<file path="src/rtl/date_counter_if.sv">
// date_counter_if: control inputs and date outputs of the calendar stage.
interface date_counter_if;
   logic       display;
   logic [1:0] setup_sel;
   logic       inc_dec;
   logic       tick;
   logic       done_hour;
   logic [4:0] day;
   logic [3:0] month;
   logic [6:0] year;
   logic       done_century;
   modport master (output display, setup_sel, inc_dec, tick, done_hour,
                   input  day, month, year, done_century);
   modport slave  (input  display, setup_sel, inc_dec, tick, done_hour,
                   output day, month, year, done_century);
endinterface

</file>
<file path="src/rtl/date_counter.sv">
// date_counter: day/month/year-of-century calendar advanced by done_hour, editable in setup mode.
module date_counter #(
   parameter int unsigned YEAR_MAX = 99
) (
   input logic          clk,
   input logic          rst,
   date_counter_if.slave bus
);
   localparam logic [6:0] YMAX = 7'(YEAR_MAX);
   logic [4:0] day_q, day_d, dim_c, dim_n;
   logic [3:0] month_q, month_d;
   logic [6:0] year_q, year_d;
   logic       cent_q, cent_d;
   function automatic logic [4:0] dim(input logic [3:0] m, input logic [6:0] y);
      return (m == 4'd2) ? ((y[1:0] == 2'd0) ? 5'd29 : 5'd28) :
             (m == 4'd4 || m == 4'd6 || m == 4'd9 || m == 4'd11) ? 5'd30 : 5'd31;
   endfunction
   always_comb begin
      dim_c   = dim(month_q, year_q);
      day_d   = day_q;
      month_d = month_q;
      year_d  = year_q;
      cent_d  = 1'b0;
      if (!bus.display && bus.done_hour) begin
         day_d = (day_q >= dim_c) ? 5'd1 : day_q + 5'd1;
         if (day_q >= dim_c) begin
            month_d = (month_q >= 4'd12) ? 4'd1 : month_q + 4'd1;
            if (month_q >= 4'd12) begin
               year_d = (year_q >= YMAX) ? 7'd0 : year_q + 7'd1;
               cent_d = (year_q >= YMAX);
            end
         end
      end else if (bus.display && bus.tick) begin
         case (bus.setup_sel)
            2'b01: day_d = bus.inc_dec ? ((day_q >= dim_c) ? 5'd1 : day_q + 5'd1)
                                       : ((day_q <= 5'd1) ? dim_c : day_q - 5'd1);
            2'b10: month_d = bus.inc_dec ? ((month_q >= 4'd12) ? 4'd1 : month_q + 4'd1)
                                         : ((month_q <= 4'd1) ? 4'd12 : month_q - 4'd1);
            2'b11: year_d = bus.inc_dec ? ((year_q >= YMAX) ? 7'd0 : year_q + 7'd1)
                                        : ((year_q == 7'd0) ? YMAX : year_q - 7'd1);
            default: ;
         endcase
      end
      // keep day legal when the month or year change shortens the month
      dim_n = dim(month_d, year_d);
      if (day_d > dim_n) day_d = dim_n;
   end
   always_ff @(posedge clk) begin
      if (!rst) begin
         day_q   <= 5'd1;
         month_q <= 4'd1;
         year_q  <= 7'd0;
         cent_q  <= 1'b0;
      end else begin
         day_q   <= day_d;
         month_q <= month_d;
         year_q  <= year_d;
         cent_q  <= cent_d;
      end
   end
   assign bus.day          = day_q;
   assign bus.month        = month_q;
   assign bus.year         = year_q;
   assign bus.done_century = cent_q;
endmodule
</file>
<file path="src/flat_wrapper.sv">
// flat-port wrapper written by rule: the top's interface ports become plain ports
module date_counter_flat 
#(
   parameter int unsigned YEAR_MAX = 99
)
  (clk, rst, bus_display, bus_setup_sel, bus_inc_dec, bus_tick, bus_done_hour, bus_day, bus_month, bus_year, bus_done_century);
  date_counter_if bus_i ();
  input logic clk;
  input logic rst;
  input wire logic [$bits(bus_i.display)-1:0] bus_display;
  input wire logic [$bits(bus_i.setup_sel)-1:0] bus_setup_sel;
  input wire logic [$bits(bus_i.inc_dec)-1:0] bus_inc_dec;
  input wire logic [$bits(bus_i.tick)-1:0] bus_tick;
  input wire logic [$bits(bus_i.done_hour)-1:0] bus_done_hour;
  output wire logic [$bits(bus_i.day)-1:0] bus_day;
  output wire logic [$bits(bus_i.month)-1:0] bus_month;
  output wire logic [$bits(bus_i.year)-1:0] bus_year;
  output wire logic [$bits(bus_i.done_century)-1:0] bus_done_century;
  assign bus_i.display = bus_display;
  assign bus_i.setup_sel = bus_setup_sel;
  assign bus_i.inc_dec = bus_inc_dec;
  assign bus_i.tick = bus_tick;
  assign bus_i.done_hour = bus_done_hour;
  assign bus_day = bus_i.day;
  assign bus_month = bus_i.month;
  assign bus_year = bus_i.year;
  assign bus_done_century = bus_i.done_century;
  date_counter #(.YEAR_MAX(YEAR_MAX)) u_core (.clk(clk), .rst(rst), .bus(bus_i));
endmodule
</file>
<file path="config.mk">
export PLATFORM = sky130hd
export DESIGN_NAME = date_counter_flat
export DESIGN_NICKNAME = d
export VERILOG_FILES = /design/src/rtl/date_counter_if.sv /design/src/rtl/date_counter.sv /design/src/flat_wrapper.sv
export SDC_FILE = /design/constraint.sdc
export NUM_CORES = 1
export LEC_CHECK = 0
export ABC_CLOCK_PERIOD_IN_PS = 6300
export CAP_MARGIN = 40
export CORE_MARGIN = 3
export CORE_UTILIZATION = 47
export CTS_CLUSTER_SIZE = 20
export DETAILED_ROUTE_END_ITERATION = 8
export PLACE_DENSITY = 0.66
export SYNTH_ARGS = -nofsm -noshare
export SYNTH_HDL_FRONTEND = slang
export SYNTH_SLANG_ARGS = --single-unit
</file>
<file path="constraint.sdc">
create_clock -name clk -period 6.3 [get_ports clk]
set_clock_uncertainty 0.05 [all_clocks]
set_input_delay 1.26 -clock clk [delete_from_list [all_inputs] [get_ports clk]]
set_output_delay 1.26 -clock clk [all_outputs]
set_load 0.1 [all_outputs]
</file>
==> results list <==
* Setup Total Neg Slack: 0 ns
- Final HPWL from detailed placement: 4140 µm
- After the last flow step, the layout net total stands at 315.
- The placed instances occupy a cell area of 0.00240 mm².
- For the worst setup path, the data required time is 6.40 ns.
- Hold Crit Class: reg2reg
* Final core utilization: 0.645
- EDFF count, synth: 0
* Final weighted congestion in routability-driven placement: 0.918
- The run finished with clean final reports.
- For met3 alone, demand over resource in global routing was 0.0446.
* Capturing element type of the critical path: flop
* Post-route setup slack: 1.64 ns
* Number of cells traversed by the worst hold path: 2
- Pin count of the biggest net entering global routing: 27
- Vertical die dimension: 70.0 µm
- Counting tap cells, the placed design contains a total of 335 instances.
- Core Footprint: 0.00380 mm²
- At the pin with the least slew margin, the transition time is 0.849 ns.
- First-pass iteration count of the detailed router: 5
* Max Buffers Root-to-Sink: 2
- TritonCTS built the clock tree.
- TritonCTS buffer count: 3
* Clk pin slew, worst setup/hold paths: 0.06 ns
* Post-route standard cell area excluding fillers: 0.00245 mm²
- The number of nets in the synthesized netlist is 285.
* Maximum fanout count along the critical path: 26
- Clock Sinks: 17
* Buffer type at the clock tree root: sky130_fd_sc_hd__clkbuf_8
- The number of hold violations in the final report is 0.
- Number of synthesis warnings: 0
- Leakage power of the design: 0.953 nW
* Maxcap violations: 0
* Relative slew slack: 0.432
- The floorplan has 22 rows.
- Post-CTS Hold Fix Bufs: 0
- Global routing finished with a remaining overflow of 0.
- Port bufs: 24
- For this design the top-level I/O count stands at 25.
* Worst hold endpoint: u_core.bus.year[3]$_SDFFE_PN0P_
* Share of post-route cells with drive strength above 1: 0.107
- Flop-to-flop setup slack: 1.78 ns
- Sequential share of the synthesized area: 0.177
* Number of setup buffers added after CTS: 0
- Capturing point of the worst reg2reg path: u_core.bus.day[0]$_SDFF_PN1_
- Power Total: 0.375 mW
- Global-route met1 utilization: 0.324
- Area growth from synthesis to layout: 27.3%
- The synthesized design contains 17 register bits.
- Maximum clock rate: 214 MHz
- Antenna diode instance count: 0
- After detailed routing, the number of vias per cell comes to 6.28.
- Min Hold Slack: 0.573 ns
- Cell count after synthesis: 262
* Count of cell types in the netlist: 60
- The worst path needs 4.66 ns of the cycle, external delays included.
- Before CTS, the worst setup slack after placement is 1.48 ns.
- CTS built an H-tree with a depth of 1.
- Mean routed wirelength per cell: 15.8 µm
* Via count of the first global-routing pass: 1,852
- For this run, the number of standard cells in the final layout without fillers is 339.
- GRT Max-Usage Layer: met2
* Resized cells post-CTS: 0
- The detail route stage leaves a number of antenna-violating nets equal to 0.
- Number of design-rule violations left by the first detailed-router iteration: 201
- Worst setup path category: in2reg
- Total GRT Usage: 0.222
* Total via count after detailed routing: 2,129
* Start of the worst register-to-register path: u_core.bus.month[0]$_SDFF_PN1_
* Setup Viol. Count Final: 0
- Counting flops with an async set or reset pin after synthesis yields a share of 0.
- Hold Path Origin: u_core.bus.year[3]$_SDFFE_PN0P_
- Cell area power density: 153 mW/mm²
- The first global-routing pass estimated 9130 µm of wire.
- The average instance in the mapped netlist occupies 7.34 µm².
- Floorplan die width: 70.0 µm
- Area of the die: 0.00490 mm²
- Met2 layer usage reported by global route: 0.347
* Max VDD drop: 0.159 mV
- After synthesis the cells add up to 0.00192 mm².
- Register-to-Register Path Depth: 19
- The number of pins with negative max-slew slack in the final report was 0.
* Routed wire length: 5360 µm
- Primary flip-flop cell chosen by synthesis mapping: sky130_fd_sc_hd__dfxtp_1
- For this configuration, the core starts out at a cell density of 0.506.
* Remaining design rule violation count: 0
- Setup repair after global routing left no endpoint under its margin.
* Insertion delay to the later sink of the worst-skew pair: 0.25 ns
- The initial antenna violation count was 0.
- Of the available clock period, the critical path in the final layout requires 0.740.
- Data arrival, critical path: 4.76 ns
- Category of the worst setup path launch point: primary input
[area by class of cell]
class / count / area (µm²)
clock buffer: 3 / 41.3
clock inverter: 1 / 5.00
fill: 323 / 1350
inverter: 12 / 45.0
multi-input combinational: 217 / 1460
sequential: 17 / 340
tap: 48 / 60.1
timing repair buffer: 41 / 495
[worst max-delay path, stage by stage]
cell	delay [ns]
sky130_fd_sc_hd__clkdlybuf4s50_1	0.84
sky130_fd_sc_hd__a21oi_1	0.44
sky130_fd_sc_hd__o22ai_1	0.14
sky130_fd_sc_hd__a211oi_1	0.49
sky130_fd_sc_hd__o21a_1	0.21
sky130_fd_sc_hd__o21ai_0	0.07
sky130_fd_sc_hd__o21a_1	0.20
sky130_fd_sc_hd__ha_1	0.26
sky130_fd_sc_hd__nand2_1	0.06
sky130_fd_sc_hd__o21ai_0	0.09
sky130_fd_sc_hd__nor4_2	0.34
sky130_fd_sc_hd__o2111ai_1	0.17
sky130_fd_sc_hd__and3_1	0.17
[cell families (layout without fill, tap and decap cells)]
| logic type | count (synthesis) | after routing | synth area share |
|---|---|---|---|
| AO/OA/AOI/OAI | 85 | 85 | 0.311 |
| XOR/XNOR | 7 | 7 | 0.0319 |
| adder cells (fa/ha/maj) | 15 | 15 | 0.0976 |
| buffers and inverters | 28 | 57 | 0.0631 |
| flip-flops | 17 | 17 | 0.177 |
| multiplexers | 1 | 1 | 0.00521 |
| AND/OR/NAND/NOR | 109 | 109 | 0.314 |
[cells in the final DEF (no fill, tap or decap), drive strengths merged, types with 4 or more instances in the layout]
cell type and instances:
clkdlybuf4s50 24, nor2 22, nand2 20, a21oi 20
dfxtp 17, buf 17, nor3 16, o21ai 16
ha 15, inv 11, and3 8, a211oi 7
and2 6, nand3 6, nor2b 5, o211ai 5
o31ai 4, a21o 4, xor2 4, nor4 4
a311oi 4
[flip-flops by register name, indices dropped and copies added (netlist names)]
signal and flops:
u_core.bus.year 7, u_core.bus.month 4, u_core.bus.done_century 1, u_core.bus.day 5
[synthesized netlist by cell type (4+ instances only)]
| cell | instances | area, µm² |
|---|---|---|
| sky130_fd_sc_hd__xor2_1 | 4 | 35.0 |
| sky130_fd_sc_hd__a21o_1 | 4 | 30.0 |
| sky130_fd_sc_hd__buf_2 | 7 | 35.0 |
| sky130_fd_sc_hd__inv_1 | 10 | 37.5 |
| sky130_fd_sc_hd__a211oi_1 | 7 | 52.6 |
| sky130_fd_sc_hd__ha_1 | 15 | 188 |
| sky130_fd_sc_hd__nand2_1 | 19 | 71.3 |
| sky130_fd_sc_hd__and2_1 | 6 | 37.5 |
| sky130_fd_sc_hd__and3_1 | 8 | 50.1 |
| sky130_fd_sc_hd__dfxtp_1 | 17 | 340 |
| sky130_fd_sc_hd__nor2b_1 | 5 | 31.3 |
| sky130_fd_sc_hd__o21ai_0 | 14 | 70.1 |
| sky130_fd_sc_hd__o211ai_1 | 5 | 37.5 |
| sky130_fd_sc_hd__nor2_1 | 22 | 82.6 |
| sky130_fd_sc_hd__clkbuf_1 | 7 | 26.3 |
| sky130_fd_sc_hd__nor3_1 | 15 | 75.1 |
| sky130_fd_sc_hd__nand3_1 | 6 | 30.0 |
| sky130_fd_sc_hd__o31ai_1 | 4 | 30.0 |
| sky130_fd_sc_hd__a21oi_1 | 19 | 95.1 |
[layer usage]
metal,vias up,share of wire
met3,6,0.089
met4,0,0.0088
met1,966,0.47
met5,-,0
met2,109,0.43
li1,1048,-
[how the worst max path moves through the flow]
stage,from,end,slack [ns],depth (start not counted)
detailed placement,bus_inc_dec,u_core.bus.day[0]$_SDFF_PN1_,1.48,13
global placement,bus_inc_dec,u_core.bus.day[0]$_SDFF_PN1_,1.57,13
global route,bus_inc_dec,u_core.bus.day[1]$_SDFF_PN0_,1.33,13
floorplan,u_core.bus.month[0]$_SDFF_PN1_,u_core.bus.day[0]$_SDFF_PN1_,1.74,17
finish,bus_inc_dec,u_core.bus.day[0]$_SDFF_PN1_,1.64,13
CTS,bus_inc_dec,u_core.bus.day[0]$_SDFF_PN1_,1.74,13
[power breakdown]
group,leakage (nW),switching (mW),internal [mW]
clock,0.0255,0.0360,0.0438
sequential,0.139,0.0172,0.113
combinational,0.788,0.101,0.0634
total,0.953,0.155,0.220
Power figures use the tool's default switching activity.
